==> src/rtl/uart_display_sched.sv <==
// Byte display scheduler: buffers received UART bytes in a small FIFO and shows each one
// on a two-digit hex display for HOLD_CYCLES, with GAP_CYCLES of blanking between bytes.
module uart_display_sched #(
   parameter int unsigned HOLD_CYCLES = 25000000,
   parameter int unsigned GAP_CYCLES  = 2500000,
   parameter int unsigned FIFO_DEPTH  = 4
) (
   input  logic                          i_clk,
   input  logic                          i_rst_n,
   input  logic                          i_rx_dv,
   input  logic [7:0]                    i_rx_byte,
   output logic [7:0]                    o_value,
   output logic                          o_blank,
   output logic                          o_busy,
   output logic                          o_drop,
   output logic [$clog2(FIFO_DEPTH):0]   o_level
);

   localparam int unsigned AW   = $clog2(FIFO_DEPTH);
   localparam int unsigned MAXC = (HOLD_CYCLES > GAP_CYCLES) ? HOLD_CYCLES : GAP_CYCLES;
   localparam int unsigned CW   = (MAXC > 1) ? $clog2(MAXC) : 1;

   localparam logic [CW-1:0] HOLD_LD  = CW'(HOLD_CYCLES - 1);
   localparam logic [CW-1:0] GAP_LD   = CW'((GAP_CYCLES > 0) ? GAP_CYCLES - 1 : 0);
   localparam logic [AW:0]   FULL_LVL = FIFO_DEPTH[AW:0];

   typedef enum logic [1:0] {
      IDLE,
      SHOW,
      GAP
   } state_t;

   state_t          state_q;
   logic [CW-1:0]   cnt_q;
   logic [7:0]      val_q;
   logic            blank_q;
   logic [7:0]      out_val_q;
   logic            out_blank_q;

   logic [7:0]      mem_q [FIFO_DEPTH];
   logic [AW-1:0]   wr_q, wr_d;
   logic [AW-1:0]   rd_q, rd_d;
   logic [AW:0]     level_q, level_d;
   logic            drop_q, drop_d;
   logic            push;
   logic            pop;
   logic [7:0]      head;

   // Pop decision depends only on registered state, so push may use it without a loop.
   always_comb begin
      pop = 1'b0;
      unique case (state_q)
         IDLE:    pop = (level_q != '0);
         SHOW:    pop = (cnt_q == '0) && (level_q != '0) && (GAP_CYCLES == 0);
         GAP:     pop = (cnt_q == '0) && (level_q != '0);
         default: pop = 1'b0;
      endcase
   end

   always_comb begin
      head    = mem_q[rd_q];
      push    = i_rx_dv && ((level_q != FULL_LVL) || pop);
      drop_d  = i_rx_dv && (level_q == FULL_LVL) && !pop;
      wr_d    = push ? wr_q + 1'b1 : wr_q;
      rd_d    = pop  ? rd_q + 1'b1 : rd_q;
      level_d = level_q;
      if (push && !pop) begin
         level_d = level_q + 1'b1;
      end else if (pop && !push) begin
         level_d = level_q - 1'b1;
      end
   end

   always_ff @(posedge i_clk) begin
      if (push) begin
         mem_q[wr_q] <= i_rx_byte;
      end
   end

   always_ff @(posedge i_clk or negedge i_rst_n) begin
      if (!i_rst_n) begin
         wr_q    <= '0;
         rd_q    <= '0;
         level_q <= '0;
         drop_q  <= 1'b0;
      end else begin
         wr_q    <= wr_d;
         rd_q    <= rd_d;
         level_q <= level_d;
         drop_q  <= drop_d;
      end
   end

   always_ff @(posedge i_clk or negedge i_rst_n) begin
      if (!i_rst_n) begin
         state_q <= IDLE;
         cnt_q   <= '0;
         val_q   <= '0;
         blank_q <= 1'b1;
      end else begin
         unique case (state_q)
            IDLE: begin
               if (pop) begin
                  val_q   <= head;
                  blank_q <= 1'b0;
                  cnt_q   <= HOLD_LD;
                  state_q <= SHOW;
               end
            end
            SHOW: begin
               if (cnt_q != '0) begin
                  cnt_q <= cnt_q - 1'b1;
               end else if (pop) begin
                  val_q <= head;
                  cnt_q <= HOLD_LD;
               end else if (level_q != '0) begin
                  blank_q <= 1'b1;
                  cnt_q   <= GAP_LD;
                  state_q <= GAP;
               end else begin
                  state_q <= IDLE;
               end
            end
            GAP: begin
               if (cnt_q != '0) begin
                  cnt_q <= cnt_q - 1'b1;
               end else if (pop) begin
                  val_q   <= head;
                  blank_q <= 1'b0;
                  cnt_q   <= HOLD_LD;
                  state_q <= SHOW;
               end else begin
                  state_q <= IDLE;
               end
            end
            default: state_q <= IDLE;
         endcase
      end
   end

   // Display register stage: a byte reaches the digits one edge after its pop,
   // shifting every SHOW/GAP window equally so durations are unchanged.
   always_ff @(posedge i_clk or negedge i_rst_n) begin
      if (!i_rst_n) begin
         out_val_q   <= '0;
         out_blank_q <= 1'b1;
      end else begin
         out_val_q   <= val_q;
         out_blank_q <= blank_q;
      end
   end

   assign o_value = out_val_q;
   assign o_blank = out_blank_q;
   assign o_busy  = (state_q != IDLE) || (level_q != '0);
   assign o_drop  = drop_q;
   assign o_level = level_q;

endmodule

==> config.mk <==
export PLATFORM = sky130hd
export DESIGN_NAME = uart_display_sched
export DESIGN_NICKNAME = d
export VERILOG_FILES = /design/src/rtl/uart_display_sched.sv
export SDC_FILE = /design/constraint.sdc
export NUM_CORES = 1
export LEC_CHECK = 0
export CORE_ASPECT_RATIO = 1.2
export CORE_UTILIZATION = 25
export CTS_BUF_LIST = sky130_fd_sc_hd__clkbuf_2
export DETAILED_ROUTE_END_ITERATION = 6
export PLACE_DENSITY = 0.38
export REMOVE_ABC_BUFFERS = 1
export SLEW_MARGIN = 20
export SYNTH_ARGS = -nofsm -noshare
export SYNTH_HDL_FRONTEND = slang
export SYNTH_SLANG_ARGS = --single-unit
==> constraint.sdc <==
create_clock -name i_clk -period 5.96 [get_ports i_clk]
set_clock_uncertainty 0.2 [all_clocks]
set_input_delay 1.192 -clock i_clk [delete_from_list [all_inputs] [get_ports i_clk]]
set_output_delay 1.192 -clock i_clk [all_outputs]
set_load 0.1 [all_outputs]
; After elaboration in Yosys (flattened, before gate mapping)
; Memory sizes are Yosys's and may differ from the RTL's.
; Index checks and enable logic that the tools add are counted.
[word_totals]
reg_bits = 53
ram_bits = 32
output_inout_bits = 14
n_memories = 1
[classes]
addsub = 5
n_eq_ne = 11
n_mux = 27
reduce_logical = 23
[memory_table]
columns = memory, words, width, read_ports, rd_ports_with_merged_regs, write_ports, line_no
row1 = mem_q, 4, 8, 1, 0, 1, 40  ; logic [7:0] mem_q [FIFO_DEPTH];
[ops]
columns = operator, count
row1 = 25-bit 2-to-1 mux, 5
row2 = 25-bit case mux with 3 select lines, 1
row3 = 25-bit zero test, 1
row4 = 25-bit nonzero test, 1
row5 = 25-bit by 1-bit subtractor with 25-bit output (second input constant), 1
row6 = 8-bit 2-to-1 mux, 2
row7 = 8-bit case mux with 2 select lines, 1
row8 = 2-bit != test (second input constant), 6
row9 = 2-bit 2-to-1 mux, 5
row10 = 1-bit 2-to-1 mux, 8
row11 = 1-bit logical AND, 6
row12 = 3-bit 2-to-1 mux, 2
row13 = 2-bit case mux with 3 select lines, 1
row14 = 2-bit nonzero test, 3
row15 = 3-bit nonzero test, 2
row16 = 5-bit AND reduction, 1
row17 = 2-bit by 1-bit adder with 2-bit output (second input constant), 2
row18 = 4-bit != test (second input constant), 1
row19 = 2-bit AND reduction, 2
row20 = 4-bit AND reduction, 1
row21 = 3-bit by 1-bit adder with 3-bit output (second input constant), 1
row22 = 3-bit == test (second input constant), 1
row23 = 3-bit != test (second input constant), 1
row24 = 1-bit case mux with 3 select lines, 1
row25 = 8 further kinds, 10

; Longest topological paths before layout
; Gate-level depths: netlist of run 1.
[logic_depth]
word_depth = 9
ltp_mapped = 13
ltp_nobuf = 13

; Worst setup path before layout of run 1
; OpenSTA, ideal clock, no wires.
[synth_timing]
kind = register -> output
start = reg level_q[1], in the netlist o_level[1]
end = out o_busy
t_arrival_ns = 2.130
path_slack_ns = 2.438
stages_incl_launch_ff = 3
path_buffers = 0
path_cell_list = dfrtp_1 nor3_1 nand2_1
[synth_via]
elab_chain_cells = 2
[synth_lines]
columns = element, line_no
row1 = "start, declared", 43  ; logic [AW:0] level_q, level_d;
row2 = "start signal, assigned", 89  ; level_q <= level_d;
row3 = 3-bit nonzero test, 155  ; assign o_busy = (state_q != IDLE) || (level_q != '0);
row4 = 1-bit logical OR, 155
row5 = "end, declared", 14  ; output logic o_busy,
; Every way passes these cells.

; Worst setup path after layout of run 1
; Ends and elaborated chain as after synthesis.

==> results_dict.tcl, run 1 <==
set metrics [dict create \
    status "finished clean" \
    maxSlewHeadroom 0.3440 \
    place_congestion 0.8060 \
    critPathLaunch "o_level[1]" \
    rsz0062_at_grt "false" \
    max_freq_mhz 229.0 \
    ys_seq_elements 85 \
    yosysSeqAreaShare 0.5643 \
    grt_pass1_wl_mm 16.02 \
    cap_violations 0 \
    reg2reg_slack_ps 1910 \
    worstSetupPathType "reg -> out" \
    crit_chain "nor3_1, nand2_1, clkdlybuf4s50_1" \
    slowest_stage "clkdlybuf4s50_1" \
    synth_adder_area_share 0.03885 \
    ys.flop_type "dfrtp_1" \
    slew_viol_final 0 \
    dp.cells 562 \
    num_antenna_cells 0 \
    drt-wirelength-per-cell_um 17.17 \
    powerDensity_nw_per_um2 555.1 \
    rows 50 \
    switchingPower_uw 1239 \
    leakagePower_uw 0.001759 \
    critPathBufInv 1 \
    cts.path.max_buffers 2 \
    combPwrFrac 0.497 \
    crit_required_ps 4570 \
    ys_types 55 \
    areaGrowthSynthToFinish_pct 14.40 \
    crit_arrival_ps 2980 \
    intPower_uw 1338 \
    fin_cells 578 \
    yosys.area_share.simple 0.1434 \
    dieWidth_um 118.3 \
    cts_sinks 85 \
    total_power_uw 2577 \
    setup_tns_ps 0 \
    r2r-start "cnt_q[0]" \
    crit_cells 3 \
    ant_nets 0 \
    synth_area_um2 4058 \
    setup_violations 0 \
    setup.worst_path.end "o_busy" \
    cts_tree "done" \
    drive_above_1_share 0.1432 \
    core_um2 15770 \
    postCtsSetupRepairBufs 0 \
    crit_family "buffers and inverters" \
    dieArea_um2 16750 \
    cp_max_fo 8 \
    cts_resized 0 \
    cp-end-kind "primary output" \
    vias 2802 \
    die_h_um 141.6 \
    synth_compound_area_frac 0.1397 \
    synthCells 338 \
    ctsHoldBuffers 0 \
    antenna_found_initial 0 \
    p_seq_frac 0.379 \
    hold_viol 0 \
    tightest_slew_ps 980.9 \
    peakVddDrop_v 0.0002775 \
    drtIter0Drc 118 \
    clkPwrFrac 0.124 \
    start_kind "flop" \
    layout_common_cells "dfrtp_1, edfxtp_1, nor2_1" \
    fin_hold_ws_ps 186.7 \
    io_pins 25 \
    synth_top_family_by_area "simple AND/OR/NAND/NOR gates" \
    routed_wl_mm 9.927 \
    synth-xor-area-share 0.01295 \
    drc_errors 0 \
    grt_pass1_vias 2872 \
    r2r_end "o_level[2]" \
    path_clk_slew_ps 280 \
    dpl.hpwl_mm 6.939 \
    start_util 0.2574 \
    h-tree-depth 3 \
    port_buffers 24 \
    final_common_cell "dfrtp_1" \
    fin_crit_sh 0.7328 \
    utilization 0.2944 \
    cp_slowest_stage_delay_ps 1010 \
    reg2reg_depth 13 \
    globalRoute.totalOverflow 0 \
    synthArstFlopShare 0.6235 \
    layout.nets 388 \
    hold_class "reg -> reg" \
    synth.mux.area_fraction 0.07956 \
    clk_latency_ps 610 \
    cts-root-buf "clkbuf_2" \
    grt.total_usage 0.1287 \
    numCtsBuffers 9 \
    grt_max_degree 54 \
    yosys_warnings 0 \
    vias_per_cell 4.848 \
    drt_pass1_iterations 4 \
    fillers 1635 \
    min_period_ps 4367 \
    avgSynthCellArea_um2 12.00 \
    swShare 0.4808 \
    synth_edf_count 32 \
]
[metrics by stage]
stage	worst slack, ps	cell area [um2]
6_report	1593	4642
5_1_grt	1377	4642
4_1_cts	1546	4642
3_5_place_dp	2030	4519
3_3_place_gp	2140	4519
2_1_floorplan	2438	4016
[worst min-delay path by stage]
stage / start / end / slack [ps] / cells after the start
3_5_place_dp: blank_q / o_blank / 160 / 0
4_1_cts: blank_q / o_blank / 190 / 0
5_1_grt: blank_q / o_blank / 190 / 0
2_1_floorplan: blank_q / o_blank / 150 / 0
3_3_place_gp: blank_q / o_blank / 160 / 0
6_report: blank_q / o_blank / 190 / 0
[flip-flops by register name (all words and copies together), names as in the netlist, 2 cells and up]
| register | count |
|---|---|
| wr_q | 2 |
| cnt_q | 25 |
| state_q | 2 |
| rd_q | 2 |
| o_value | 8 |
| val_q | 8 |
| o_level | 3 |
| mem_q | 32 |
[worst reg2reg max path, stage by stage, from the launching register on]
cell      delay [ps]
dfrtp_1          480
inv_1             70
ha_1             240
nor4b_1          520
nand4_1          390
nor2_1           310
nand3_1          160
a21boi_1         460
ha_1             280
inv_1             60
fa_1             370
xor2_1           170
nor2_1           120
xor2_1           150
[logic make-up after synthesis]
kind of cell,after synthesis
simple gates,112
flops,85
compound gates,84
buf+inv,21
mux,18
fa+ha+maj,12
xor+xnor,6
[power by group through the flow]
| stage | Combinational (uW) | Clock [uW] | Sequential [uW] |
|---|---|---|---|
| after CTS | 1290 | 336 | 982 |
| after global routing | 1380 | 358 | 1010 |
| after detailed placement | 1280 | 0 | 997 |
| after global placement | 1300 | 0 | 995 |
| after floorplan | 687 | 0 | 1230 |
| final | 1280 | 319 | 976 |
[layer usage]
metal / global-route usage / vias to the layer above / share of wire
met5: 0 / - / 0
met4: 0.07287 / 0 / 0.029
met3: 0.02773 / 22 / 0.031
met2: 0.2108 / 72 / 0.48
met1: 0.1571 / 1378 / 0.46
li1: - / 1330 / -
[final cells by class]
type,count,area (um2),share of cell area
inverter,12,45.04,0.009704
sequential,85,2290,0.4933
clock inverter,7,77.57,0.01671
timing repair buffer,25,242.7,0.05229
multi-input combinational,232,1682,0.3623
tap,208,260.3,0.05606
clock buffer,9,45.04,0.009704
[Yosys cell counts (8+ instances only)]
cell type / n / share of area
dfrtp_1: 51 / 0.31
edfxtp_1: 32 / 0.24
nor2_1: 26 / 0.024
nand2_1: 25 / 0.023
a21oi_1: 21 / 0.026
o21ai_0: 13 / 0.016
inv_1: 12 / 0.011
nor3_1: 12 / 0.015
ha_1: 11 / 0.034
nand3_1: 9 / 0.011
mux2_4: 8 / 0.030
mux4_2: 8 / 0.044
No activity file was read; power rests on OpenSTA's default activity.
==> run 2: changes to the inputs <==
- PLACE_DENSITY: 0.38 -> 0.4
- clock period: 5.96 -> 3.7 ns (I/O delays scaled with it)
==> results_dict.tcl, run 2 (synthesized netlist as in run 1, its figures left out) <==
set metrics [dict create \
    io_pins 25 \
    areaGrowthSynthToFinish_pct 16.53 \
    start_util 0.2574 \
    ant_nets 0 \
    vias 2915 \
    setup_violations 0 \
    globalRoute.totalOverflow 0 \
    powerDensity_nw_per_um2 890.9 \
    layout.nets 400 \
    cp-end-kind "flop" \
    r2r_end "o_level[1]" \
    dieWidth_um 118.3 \
    reg2reg_depth 11 \
    hold_class "reg -> reg" \
    min_period_ps 3493 \
    cts.path.max_buffers 2 \
    drive_above_1_share 0.1859 \
    cap_violations 0 \
    crit_arrival_ps 3810 \
    max_freq_mhz 286.3 \
    slowest_stage "or4b_2" \
    final_common_cell "dfrtp_1" \
    grt_max_degree 29 \
    cp_slowest_stage_delay_ps 690 \
    grt_pass1_vias 3142 \
    dieArea_um2 16750 \
    r2r-start "cnt_q[1]" \
    critPathLaunch "cnt_q[1]" \
    core_um2 15770 \
    place_congestion 0.8704 \
    layout_common_cells "dfrtp_1, edfxtp_1, nor2_1" \
    cp_max_fo 6 \
    port_buffers 24 \
    rows 50 \
    status "finished clean" \
    tightest_slew_ps 974.6 \
    cts-root-buf "clkbuf_2" \
    path_common_cell "inv_1" \
    grt_pass1_wl_mm 16.79 \
    drt_pass1_iterations 4 \
    clk_latency_ps 610 \
    top_register "mem_q" \
    peakVddDrop_v 0.0003913 \
    dpl.hpwl_mm 7.223 \
    slew_viol_final 0 \
    worstSetupPathType "reg -> reg" \
    crit_required_ps 4020 \
    drc_errors 0 \
    die_h_um 141.6 \
    cts_sinks 85 \
    fin_hold_ws_ps 186.1 \
    leakagePower_uw 0.001817 \
    grt.total_usage 0.1325 \
    maxSlewHeadroom 0.3482 \
    h-tree-depth 3 \
    antenna_found_initial 0 \
    cts_tree "done" \
    drt-wirelength-per-cell_um 17.54 \
    num_antenna_cells 0 \
    top_regs "mem_q (32), cnt_q (25)" \
    setup_tns_ps 0 \
    utilization 0.2999 \
    vias_per_cell 4.941 \
    crit_chain "inv_1, ha_1, or4b_2, nor4_4, nand3_2, o21ai_1, inv_1, ha_1, inv_1, fa_1, mux2_2" \
    largest_reg_flops 32 \
    total_power_uw 4212 \
    drtIter0Drc 118 \
    routed_wl_mm 10.35 \
    reg2reg_slack_ps 210 \
    start_kind "flop" \
    numCtsBuffers 9 \
    setup.worst_path.end "o_level[1]" \
    path_clk_slew_ps 270 \
    hold_viol 0 \
    fin_crit_sh 0.9440 \
]
==> run 2: cell count changes in the layout (fill, tap and decap cells not counted), moves of 2 or more <==
cell             before  now
buf_4                 1   17
inv_6                 0    3
clkdlybuf4s50_1      23   18
inv_8                 4    2
==> run 2: area by class of cell <==
class	instances	area (um2)
Fill cell	1659	11040
Sequential cell	85	2290
Multi-Input combinational cell	232	1702
Timing Repair Buffer	37	322.8
Tap cell	208	260.3
Clock inverter	7	63.81
Clock buffer	9	45.04
Inverter	12	45.04
==> run 2: layer usage <==
layer / part of all wire / vias up / track usage
met5: 0 / - / 0
met4: 0.027 / 0 / 0.06140
met3: 0.040 / 22 / 0.03055
met2: 0.49 / 77 / 0.2248
met1: 0.44 / 1462 / 0.1592
li1: - / 1354 / -
==> run 2: power by group <==
part	leakage [uW]	internal, uW	switching [uW]
Clock	0.0000634	106	392
Combinational	0.000824	791	1340
Sequential	0.000930	1300	282
==> run 2: worst min-delay path by stage <==
stage	cells after the start	from	slack, ps	to
6_report	0	blank_q	190	o_blank
5_1_grt	0	blank_q	200	o_blank
4_1_cts	0	blank_q	190	o_blank
3_5_place_dp	0	blank_q	160	o_blank
3_3_place_gp	0	blank_q	160	o_blank
2_1_floorplan	0	blank_q	150	o_blank
==> run 2: timing repair <==
action | CTS | global route
resized for setup | 0 | 3
hold buffers | 1 | 0
buffers inserted | 0 | 1
endpoints found under the hold margin | 23 | 0
setup endpoints to repair | 0 | 31
==> run 2: metrics by stage <==
stage	worst slack [ps]	cell area, um2	std cells
after floorplan	224.8	4016	329
after global placement	259.2	4582	572
after detailed placement	175.9	4582	572
after CTS	93.53	4701	589
after global routing	-8.349	4728	590
final	207.3	4728	590
==> run 2: worst max-delay path, delay by kind of cell, from the launching register on <==
kind	cells	cell delay [ps]
simple gates	3	1200
fa+ha+maj	3	840
flops	1	470
mux	1	270
buf+inv	3	230
compound gates	1	200
==> run 3: changes to the inputs <==
- CORE_ASPECT_RATIO: 1.2 -> not set
- SETUP_SLACK_MARGIN: not set -> 0.05
- SLEW_MARGIN: 20 -> 15
==> results_dict.tcl, run 3 (synthesized netlist as in run 1, its figures left out) <==
set metrics [dict create \
    status "finished clean" \
    setup.worst_path.end "o_level[1]" \
    grt.total_usage 0.1288 \
    globalRoute.totalOverflow 0 \
    die_h_um 129.4 \
    antenna_found_initial 0 \
    worst_slack_ps 235.4 \
    critPathLaunch "cnt_q[0]" \
    max_freq_mhz 288.6 \
    r2r_end "o_level[1]" \
    reg2reg_depth 11 \
    io_pins 25 \
    setup_violations 0 \
    cts.path.max_buffers 2 \
    peakVddDrop_v 0.0003980 \
    leakagePower_uw 0.001817 \
    place_congestion 0.8231 \
    cts-root-buf "clkbuf_2" \
    grt_max_degree 44 \
    rsz0062_at_grt "false" \
    cp-end-kind "flop" \
    cp_max_fo 6 \
    drt-wirelength-per-cell_um 16.43 \
    core_um2 15890 \
    cts_tree "done" \
    drc_errors 0 \
    top_register "mem_q" \
    grt_pass1_vias 2844 \
    numCtsBuffers 9 \
    final_common_cell "dfrtp_1" \
    fin_cells 597 \
    layout_common_cells "dfrtp_1, edfxtp_1, nor2_1" \
    top_regs "mem_q (32), cnt_q (25)" \
    setup_tns_ps 0 \
    dpl.hpwl_mm 6.926 \
    cap_violations 0 \
    ant_nets 0 \
    layout.nets 399 \
    start_kind "flop" \
    fin_crit_sh 0.9364 \
    port_buffers 24 \
    vias 2872 \
    min_period_ps 3465 \
    start_util 0.2554 \
    rows 46 \
    hold_class "reg -> reg" \
    hold_viol 0 \
    drive_above_1_share 0.1864 \
    maxSlewHeadroom 0.3506 \
    tightest_slew_ps 971.1 \
    largest_reg_flops 32 \
    vias_per_cell 4.811 \
    dieWidth_um 129.4 \
    crit_required_ps 3990 \
    areaGrowthSynthToFinish_pct 16.68 \
    dp.cells 580 \
    powerDensity_nw_per_um2 880.7 \
    total_power_uw 4170 \
    routed_wl_mm 9.809 \
    drtIter0Drc 168 \
    worstSetupPathType "reg -> reg" \
    reg2reg_slack_ps 240 \
    r2r-start "cnt_q[0]" \
    path_clk_slew_ps 250 \
    dieArea_um2 16740 \
    drt_pass1_iterations 4 \
    clk_latency_ps 590 \
    grt_pass1_wl_mm 15.79 \
    cts_sinks 85 \
    h-tree-depth 3 \
    slew_viol_final 0 \
    num_antenna_cells 0 \
    pre_cts_ws_ps 211.9 \
    crit_arrival_ps 3760 \
]
-- run 3: stage by stage --
stage	area (um2)	hold WS (ps)	util
final	4735	183.4	0.2980
after global routing	4735	195.2	0.2980
after CTS	4707	83.89	0.2963
after detailed placement	4592	156.7	0.2891
after global placement	4592	155.4	0.2891
after floorplan	4016	151.8	-
-- run 3: how the worst min path moves through the flow --
stage / from / endpoint / cells after the start
floorplan: blank_q / o_blank / 0
global route: blank_q / o_blank / 0
detailed placement: blank_q / o_blank / 0
finish: blank_q / o_blank / 0
global placement: blank_q / o_blank / 0
CTS: i_rst_n / cnt_q[7] / 1
-- run 3: layout make-up --
type / instances / area (um2)
fill: 1674 / 11150
sequential: 85 / 2290
multi-input combinational: 232 / 1697
timing repair buffer: 36 / 317.8
tap: 216 / 270.3
clock inverter: 7 / 70.07
clock buffer: 9 / 45.04
inverter: 12 / 45.04
-- run 3: power breakdown --
| group | internal [uW] | switching, uW | leakage [uW] | total [uW] |
|---|---|---|---|---|
| Sequential | 1300 | 279 | 0.000930 | 1580 |
| Clock | 112 | 381 | 0.0000704 | 493 |
| Combinational | 785 | 1320 | 0.000817 | 2100 |
-- run 3: what timing repair did --
action / CTS / global route
setup endpoints to repair: 0 / 2
resized for setup: 0 / 3
setup buffers: 0 / 0
hold buffers: 0 / 1
endpoints found under the hold margin: 0 / 40
-- run 3: routing by layer --
metal	vias up	track usage	share of wire
li1	1355	-	-
met1	1455	0.1674	0.46
met2	54	0.2081	0.49
met3	8	0.02890	0.033
met4	0	0.05121	0.014
met5	-	0	0
-- run 3: worst max-delay path: stages (launching register included) --
cell	delay (ps)
dfrtp_1	480
inv_1	70
ha_1	230
or4b_2	670
nor4_2	370
nand3_2	170
o21ai_2	170
inv_1	80
ha_1	210
inv_1	70
fa_1	400
mux2_2	270
